### config.mk
export PLATFORM = sky130hd
export DESIGN_NAME = divider_control
export DESIGN_NICKNAME = d
export VERILOG_FILES = /design/src/rtl/divider_control.sv
export SDC_FILE = /design/constraint.sdc
export NUM_CORES = 1
export LEC_CHECK = 0
export ABC_AREA = 1
export ABC_CLOCK_PERIOD_IN_PS = 1600
export CORE_MARGIN = 2
export CORE_UTILIZATION = 49
export CTS_CLUSTER_DIAMETER = 100
export DETAILED_ROUTE_END_ITERATION = 7
export PLACE_DENSITY = 0.87
export SYNTH_ARGS = -nofsm -noshare
export SYNTH_HDL_FRONTEND = slang
export SYNTH_SLANG_ARGS = --single-unit
### constraint.sdc
create_clock -name clk_in -period 1.6 [get_ports clk_in]
set_input_delay 0.16 -clock clk_in [delete_from_list [all_inputs] [get_ports clk_in]]
set_output_delay 0.16 -clock clk_in [all_outputs]
set_load 0.02 [all_outputs]
### src/rtl/divider_control.sv
// Sequencer and output stage for the downstream pulse counter: arms/enables the
// counter, turns each completion into a fixed-width div_out pulse, and tracks burst length.
module divider_control #(
  parameter int unsigned PULSE_WIDTH  = 4,
  parameter int unsigned TARGET_WIDTH = 16
) (
  input  logic                    clk_in,
  input  logic                    reset,
  input  logic                    start,
  input  logic                    stop,
  input  logic [TARGET_WIDTH-1:0] target_in,
  input  logic [TARGET_WIDTH-1:0] burst_len,
  input  logic                    count_completed,
  output logic                    count_enable,
  output logic                    count_reset,
  output logic [TARGET_WIDTH-1:0] count_target,
  output logic                    div_out,
  output logic                    busy,
  output logic                    done,
  output logic                    cfg_err,
  output logic [TARGET_WIDTH-1:0] pulses_done
);

  localparam int unsigned PCNT_WIDTH = (PULSE_WIDTH > 1) ? $clog2(PULSE_WIDTH) : 1;

  localparam logic [2:0] S_IDLE   = 3'd0;
  localparam logic [2:0] S_ARM    = 3'd1;
  localparam logic [2:0] S_COUNT  = 3'd2;
  localparam logic [2:0] S_PULSE  = 3'd3;
  localparam logic [2:0] S_FINISH = 3'd4;

  logic [2:0]              state;
  logic [2:0]              state_next;
  logic                    cc_meta;
  logic                    cc_s;
  logic                    cc_d;
  logic                    zero_seen;
  logic [PCNT_WIDTH-1:0]   pulse_cnt;
  logic [TARGET_WIDTH-1:0] burst_q;
  logic                    accept_c;
  logic                    reject_c;
  logic                    cc_rise_c;
  logic                    pulse_last_c;

  assign cc_rise_c    = cc_s & ~cc_d;
  assign pulse_last_c = (pulse_cnt == '0);

  // State register
  always_ff @(posedge clk_in) begin
    if (reset) begin
      state <= S_IDLE;
    end else begin
      state <= state_next;
    end
  end

  // Next-state logic; stop overrides everything outside IDLE
  always_comb begin
    state_next = state;
    accept_c   = 1'b0;
    reject_c   = 1'b0;
    case (state)
      S_IDLE: begin
        if (start && !stop) begin
          if (target_in != '0) begin
            accept_c   = 1'b1;
            state_next = S_ARM;
          end else begin
            reject_c = 1'b1;
          end
        end
      end
      S_ARM: begin
        if (stop) begin
          state_next = S_IDLE;
        end else if (!cc_s && zero_seen) begin
          state_next = S_COUNT;
        end
      end
      S_COUNT: begin
        if (stop) begin
          state_next = S_IDLE;
        end else if (cc_rise_c) begin
          state_next = S_PULSE;
        end
      end
      S_PULSE: begin
        if (stop) begin
          state_next = S_IDLE;
        end else if (pulse_last_c) begin
          if ((burst_q != '0) && (pulses_done == burst_q)) begin
            state_next = S_FINISH;
          end else begin
            state_next = S_ARM;
          end
        end
      end
      S_FINISH: state_next = S_IDLE;
      default:  state_next = S_IDLE;
    endcase
  end

  // Synchronizer, datapath and registered outputs (outputs follow the next state)
  always_ff @(posedge clk_in) begin
    if (reset) begin
      cc_meta      <= 1'b0;
      cc_s         <= 1'b0;
      cc_d         <= 1'b0;
      zero_seen    <= 1'b0;
      pulse_cnt    <= '0;
      burst_q      <= '0;
      count_target <= '0;
      pulses_done  <= '0;
      count_enable <= 1'b0;
      count_reset  <= 1'b1;
      div_out      <= 1'b0;
      busy         <= 1'b0;
      done         <= 1'b0;
      cfg_err      <= 1'b0;
    end else begin
      cc_meta   <= count_completed;
      cc_s      <= cc_meta;
      cc_d      <= cc_s;
      // Tracks the first of two consecutive cleared cycles while arming
      zero_seen <= (state == S_ARM) && !cc_s;

      if (accept_c) begin
        count_target <= target_in;
        burst_q      <= burst_len;
        pulses_done  <= '0;
      end

      if ((state != S_PULSE) && (state_next == S_PULSE)) begin
        pulses_done <= pulses_done + TARGET_WIDTH'(1);
        pulse_cnt   <= PCNT_WIDTH'(PULSE_WIDTH - 1);
      end else if ((state == S_PULSE) && !pulse_last_c) begin
        pulse_cnt <= pulse_cnt - PCNT_WIDTH'(1);
      end

      count_enable <= (state_next == S_COUNT);
      count_reset  <= (state_next != S_COUNT);
      div_out      <= (state_next == S_PULSE);
      busy         <= (state_next != S_IDLE);
      done         <= (state_next == S_FINISH);
      cfg_err      <= reject_c;
    end
  end

endmodule

======== Yosys cells after proc, flatten, opt, wreduce, memory -nomap -nowiden ========
Cells that the tools add are included.
word-level totals
  input port bits ......................... 37
  output and inout port bits .............. 38
  register bits ........................... 63
  logic and storage cells ................. 65
operators by class
  eq/ne operators ......................... 9
  multiplexer cells ....................... 18
  reduce and logical (&&, ||, !) cells .... 17
  $add $sub $neg .......................... 2
  bitwise gates (word level) .............. 4
operators with widths
  operator               number
  $mux 16                2
  $reduce_bool 16->1     2
  $mux 3                 9
  $add 16x1->16 const B  1
  $eq 16x16->1           1
  $eq 3x2->1 const B     4
  $pmux 3 s4             1
  $logic_and 1x1->1      6
  $ne 3x2->1 const B     2
  $mux 1                 4
  $mux 2                 2
  $reduce_bool 2->1      2
  $eq 3x1->1 const B     1
  $eq 3x3->1 const B     1
  $logic_not 1->1        3
  $logic_not 3->1        1
  $not 1->1              3
  $reduce_bool 3->1      1
  $reduce_or 3->1        1
  $logic_not 2->1        1
  $sub 2x1->2 const B    1
  $and 1x1->1            1

======== Depth between registers and ports, before layout ========
Gate-level depths: netlist of the first run.
  depth after elaboration ................. 9
  gate-level depth with buffers ........... 11
  gate-level depth less buffers ........... 11

======== Least setup slack after synthesis of the first run ========
Ideal clock, no wire load.
  path type ............................... reg-to-reg
  start point ............................. register pulses_done[1]
  end point ............................... register pulses_done[14]
  library setup time ...................... 71 ps
  required time ........................... 1,529 ps
  data arrival time ....................... 1,446 ps
  period minus slack after synthesis ...... 1,517 ps
  cell stages (with the launch flop) ...... 9
  path slack .............................. 83 ps
  path buffers ............................ 0
  path through ............................ dfxtp_1 > ha_1 > nand2_2 > nor2_4 > nand3_2 > nor2_1 > xor2_1 > nand2_1 > a21oi_1
between the ends
  longest elaborated chain between the ends .. 9
  elaborated cells between the ends (all ways) .. 11
  classes of those cells .................. add/sub (1); eq/ne (2); mux (5); reduce/logical (3)
ends and longest elaborated chain
  what                                                 RTL line  text
  start, declared                                      21        output logic [TARGET_WIDTH-1:0] pulses_done
  start signal, assigned                               134       pulses_done <= pulses_done + TARGET_WIDTH'(1);
  $eq 16x16->1                                         91        if ((burst_q != '0) && (pulses_done == burst_q)) begin
  $logic_and 1x1->1                                    91
  $mux 3                                               91
  $mux 3                                               90        end else if (pulse_last_c) begin
  $mux 3                                               88        if (stop) begin
  $pmux 3 s4                                           62        case (state)
  $eq 3x2->1                                           133       if ((state != S_PULSE) && (state_next == S_PULSE)) begin
  $logic_and 1x1->1                                    133
  $mux 16 / $reduce_bool 2->1 (equally long branches)  --
Parallel ways exist; a longest one is shown, timed or not.
A chain may end at the register's enable or synchronous reset.

======== Worst setup path after layout of the first run ========
  start point ............................. register pulses_done[15]
  end point ............................... output pulses_done[15]
No word-level cell between the ends.

==> flow_summary_export.csv, run 1 <==
group,metric,value,unit
final_layout,syn2layout_area_growth,34.0,%
worst_setup_path,cp-start-kind,"flop",
timing,fin_crit_sh,97.0,%
logic_synthesis,synth_area,3090,µm²
worst_setup_path,critical-path-top-delay-family,"buffers and inverters",
place,placed_area,3900,µm²
worst_hold_path,whs_path_depth,3,
final_layout,diodes,0,
power_and_ir_drop,power.density,900,nW/µm²
power_and_ir_drop,vdd_drop_max,713,µV
logic_synthesis,synthDistinctLibCells,36,
worst_setup_path,path_cells,"clkdlybuf4s50_1",
grt,grt_max_degree,22,
final_layout,fillCellCount,485,
clock_tree,postCtsSetupRepairBufs,0,
logic_synthesis,yosysTopAreaCellShare,40.8,%
logic_synthesis,synth-edff-count,0,
worst_hold_path,min_from,"count_completed",
clock_tree,cts_tree,"yes",
clock_tree,cts_buffers,9,
logic_synthesis,synth_top_cell_by_area,"dfxtp_1",
place,place_congestion,0.866,
timing,fin_skew,11.4,ps
grt,grt_pass1_vias,2929,
clock_tree,root_buffer,"clkbuf_8",
timing,worst_pin_slew,298,ps
final_layout,mostFrequentLayoutCell,"nand2_1",
die,fp.dieW,83.5,µm
place,dp_slack,-141,ps
final_layout,multi_input_area,1500,µm²
worst_setup_path,r2r_end,"burst_q[10]",
worst_setup_path,reg2reg_from,"state[0]",
final_layout,fin_cells,607,
worst_setup_path,startpoint,"pulses_done[15]",
route,drtIter0Drc,222,
clock_tree,clkTransAtPathRegs,70,ps
logic_synthesis,syn_avg_cell_area,7.00,µm²
worst_setup_path,path_buf_inv,1,
die,fp.dieArea,6960,µm²
worst_setup_path,reg2reg_depth,7,
timing,fmax,644,MHz
route,ant_nets,0,
route,num_vias,3141,
grt,grt_first_pass_wirelength,13.0,mm
worst_setup_path,reg2reg_slack,110,ps
timing,slew_headroom,79.9,%
timing,slew_violations,0,
run,maxCapViolations,0,
clock_tree,clock_latency,350,ps
logic_synthesis,syn_inst,442,
route,routed_wl,7.98,mm
die,die_h,83.5,µm
worst_setup_path,crit_type,"reg2out",
grt,grt_usage,23.0,%
route,drcViolationCount,0,
logic_synthesis,ys_ff_latch,63,
place,hpwl,5.83,mm
logic_synthesis,syn-num-nets,481,
clock_tree,cts_sinks,63,
worst_hold_path,hold-path-endpoint,"cc_meta",
power_and_ir_drop,leakage,1.73,nW
worst_hold_path,holdCritPathClass,"in2reg",
final_layout,design_area,4140,µm²
timing,worst_hold_slack,339,ps
final_layout,seq_area,1270,µm²
die,rows,28,
clock_tree,htreeDepth,3,
die,io_pins,75,
outcome,status,"finished, final reports clean",
worst_setup_path,crit_path_end_kind,"output pin",
grt,grt_overflow,0,
timing,post-route-min-period,1550,ps
timing,finalHoldViolCount,0,
worst_setup_path,worstPathMaxFanout,5,
timing,setup-violations-final,0,
worst_setup_path,cp.required,1440,ps
grt,antenna_found_initial,0,
worst_setup_path,arrival,1390,ps
route,wl_per_cell,13.1,µm
logic_synthesis,synth_area_leaders,"dfxtp_1, nand2_1, nor2_1",
die,design.core.area,6030,µm²
worst_setup_path,critical_path.slowest_cell,"clkdlybuf4s50_1",
logic_synthesis,ys_warn_count,0,
place,numPortBuffers,74,
route,first_pass_iters,5,
final_layout,drive_gt1_share,14.1,%
logic_synthesis,synthArstFlopShare,0,%
route,viasPerCell,5.17,
final_layout,final_core_util,68.8,%
final_layout,final_cell_mix,"nand2_1, nor2_1, clkdlybuf4s50_1",
logic_synthesis,ys.flop_type,"dfxtp_1",
timing,fin_ws,48.2,ps
logic_synthesis,synth_seq_area_share,40.8,%
final_layout,layout.nets,566,
clock_tree,clock_path_buffers,2,
die,start_util,51.3,%
place,placed_cells,591,
worst_setup_path,cpPeakStageDelay,630,ps
-- where the power goes --
| part | switching (W) | leakage [nW] | internal [W] |
|---|---|---|---|
| clock network | 0.000659 | 0.109 | 0.000926 |
| registers | 0.0000408 | 0.517 | 0.00163 |
| logic | 0.000250 | 1.11 | 0.000226 |
| total | 0.000950 | 1.73 | 0.00278 |
-- worst reg2reg max path: stages, from the launching register on --
cell and delay, ps:
dfxtp_1 360, inv_2 130, nand3_2 90, nor3_4 170, nand2_2 140, buf_4 230, o21ai_0 190, a21oi_1 60
-- kinds of logic (layout without fill, tap and decap cells) --
kind of cell	count (synthesis)	after routing	share of synthesized area (%)
buffers and inverters	64	154	10.8
adder cells (fa/ha/maj)	2	2	0.809
multiplexers	1	1	0.364
XOR/XNOR	1	1	0.283
AO/OA/AOI/OAI	79	79	13.3
AND/OR/NAND/NOR	232	232	33.7
flip-flops	63	63	40.8
-- sequential cells by signal, indices dropped and copies added, names as in the netlist --
name	flops
cc_d	1
div_out	1
count_target	16
cc_meta	1
state	3
burst_q	16
cc_s	1
count_reset	1
busy	1
count_enable	1
cfg_err	1
done	1
pulse_cnt	2
pulses_done	16
zero_seen	1
-- per-stage QoR --
step,power [W],setup TNS (ps)
6_report,0.00373,0
2_1_floorplan,0.00198,0
5_1_grt,0.00389,-24.2
3_3_place_gp,0.00216,-1390
3_5_place_dp,0.00217,-4720
4_1_cts,0.00374,0
-- area by class of cell --
class | count | area share (%)
multi-input combinational | 315 | 36.3
tap | 75 | 2.26
clock inverter | 6 | 2.23
inverter | 50 | 4.65
clock buffer | 10 | 3.32
sequential | 63 | 30.6
timing repair buffer | 88 | 20.6
-- Yosys cell counts (all sizes together) (2+ instances only) --
cell type	instances
nand3	24
buf	10
nor3	5
nor2	89
o211ai	2
ha	2
dfxtp	63
inv	50
o21ai	42
nand4	7
clkbuf	4
nand2	105
a21oi	32
-- metal layers --
layer | share of wire, % | vias to the layer above | wire [µm] | GRT usage [%]
met5 | 0 | - | 0 | 0
met4 | 1.8 | 0 | 143 | 6.74
met3 | 6.7 | 18 | 536 | 7.62
met2 | 50 | 120 | 3960 | 39.4
met1 | 42 | 1427 | 3340 | 27.4
li1 | - | 1576 | - | -
-- timing repair --
item,CTS,global route
pin swaps,0,1
hold buffers,0,0
setup endpoints to repair,10,11
resized for setup,10,11
cloned,0,0
-- worst max path at each step --
| stage | to | slack (ps) | depth (start not counted) |
|---|---|---|---|
| finish | pulses_done[15] | 50 | 1 |
| global route | pulses_done[13] | -10 | 8 |
| CTS | pulses_done[0] | 10 | 1 |
| detailed placement | pulses_done[0] | -140 | 10 |
| global placement | burst_q[11] | -60 | 6 |
| floorplan | pulses_done[14] | 80 | 8 |
(Power assumes the default switching activity.)
==> inputs of run 2 (changes only) <==
--- a/config.mk
+++ b/config.mk
@@ -11,6 +11,7 @@
 export CORE_UTILIZATION = 49
 export CTS_CLUSTER_DIAMETER = 100
 export DETAILED_ROUTE_END_ITERATION = 7
+export GPL_ROUTABILITY_DRIVEN = 0
 export PLACE_DENSITY = 0.87
 export SYNTH_ARGS = -nofsm -noshare
 export SYNTH_HDL_FRONTEND = slang
==> results of run 2 <==
The final DEF is identical to that of run 1; final timing and power are the same.
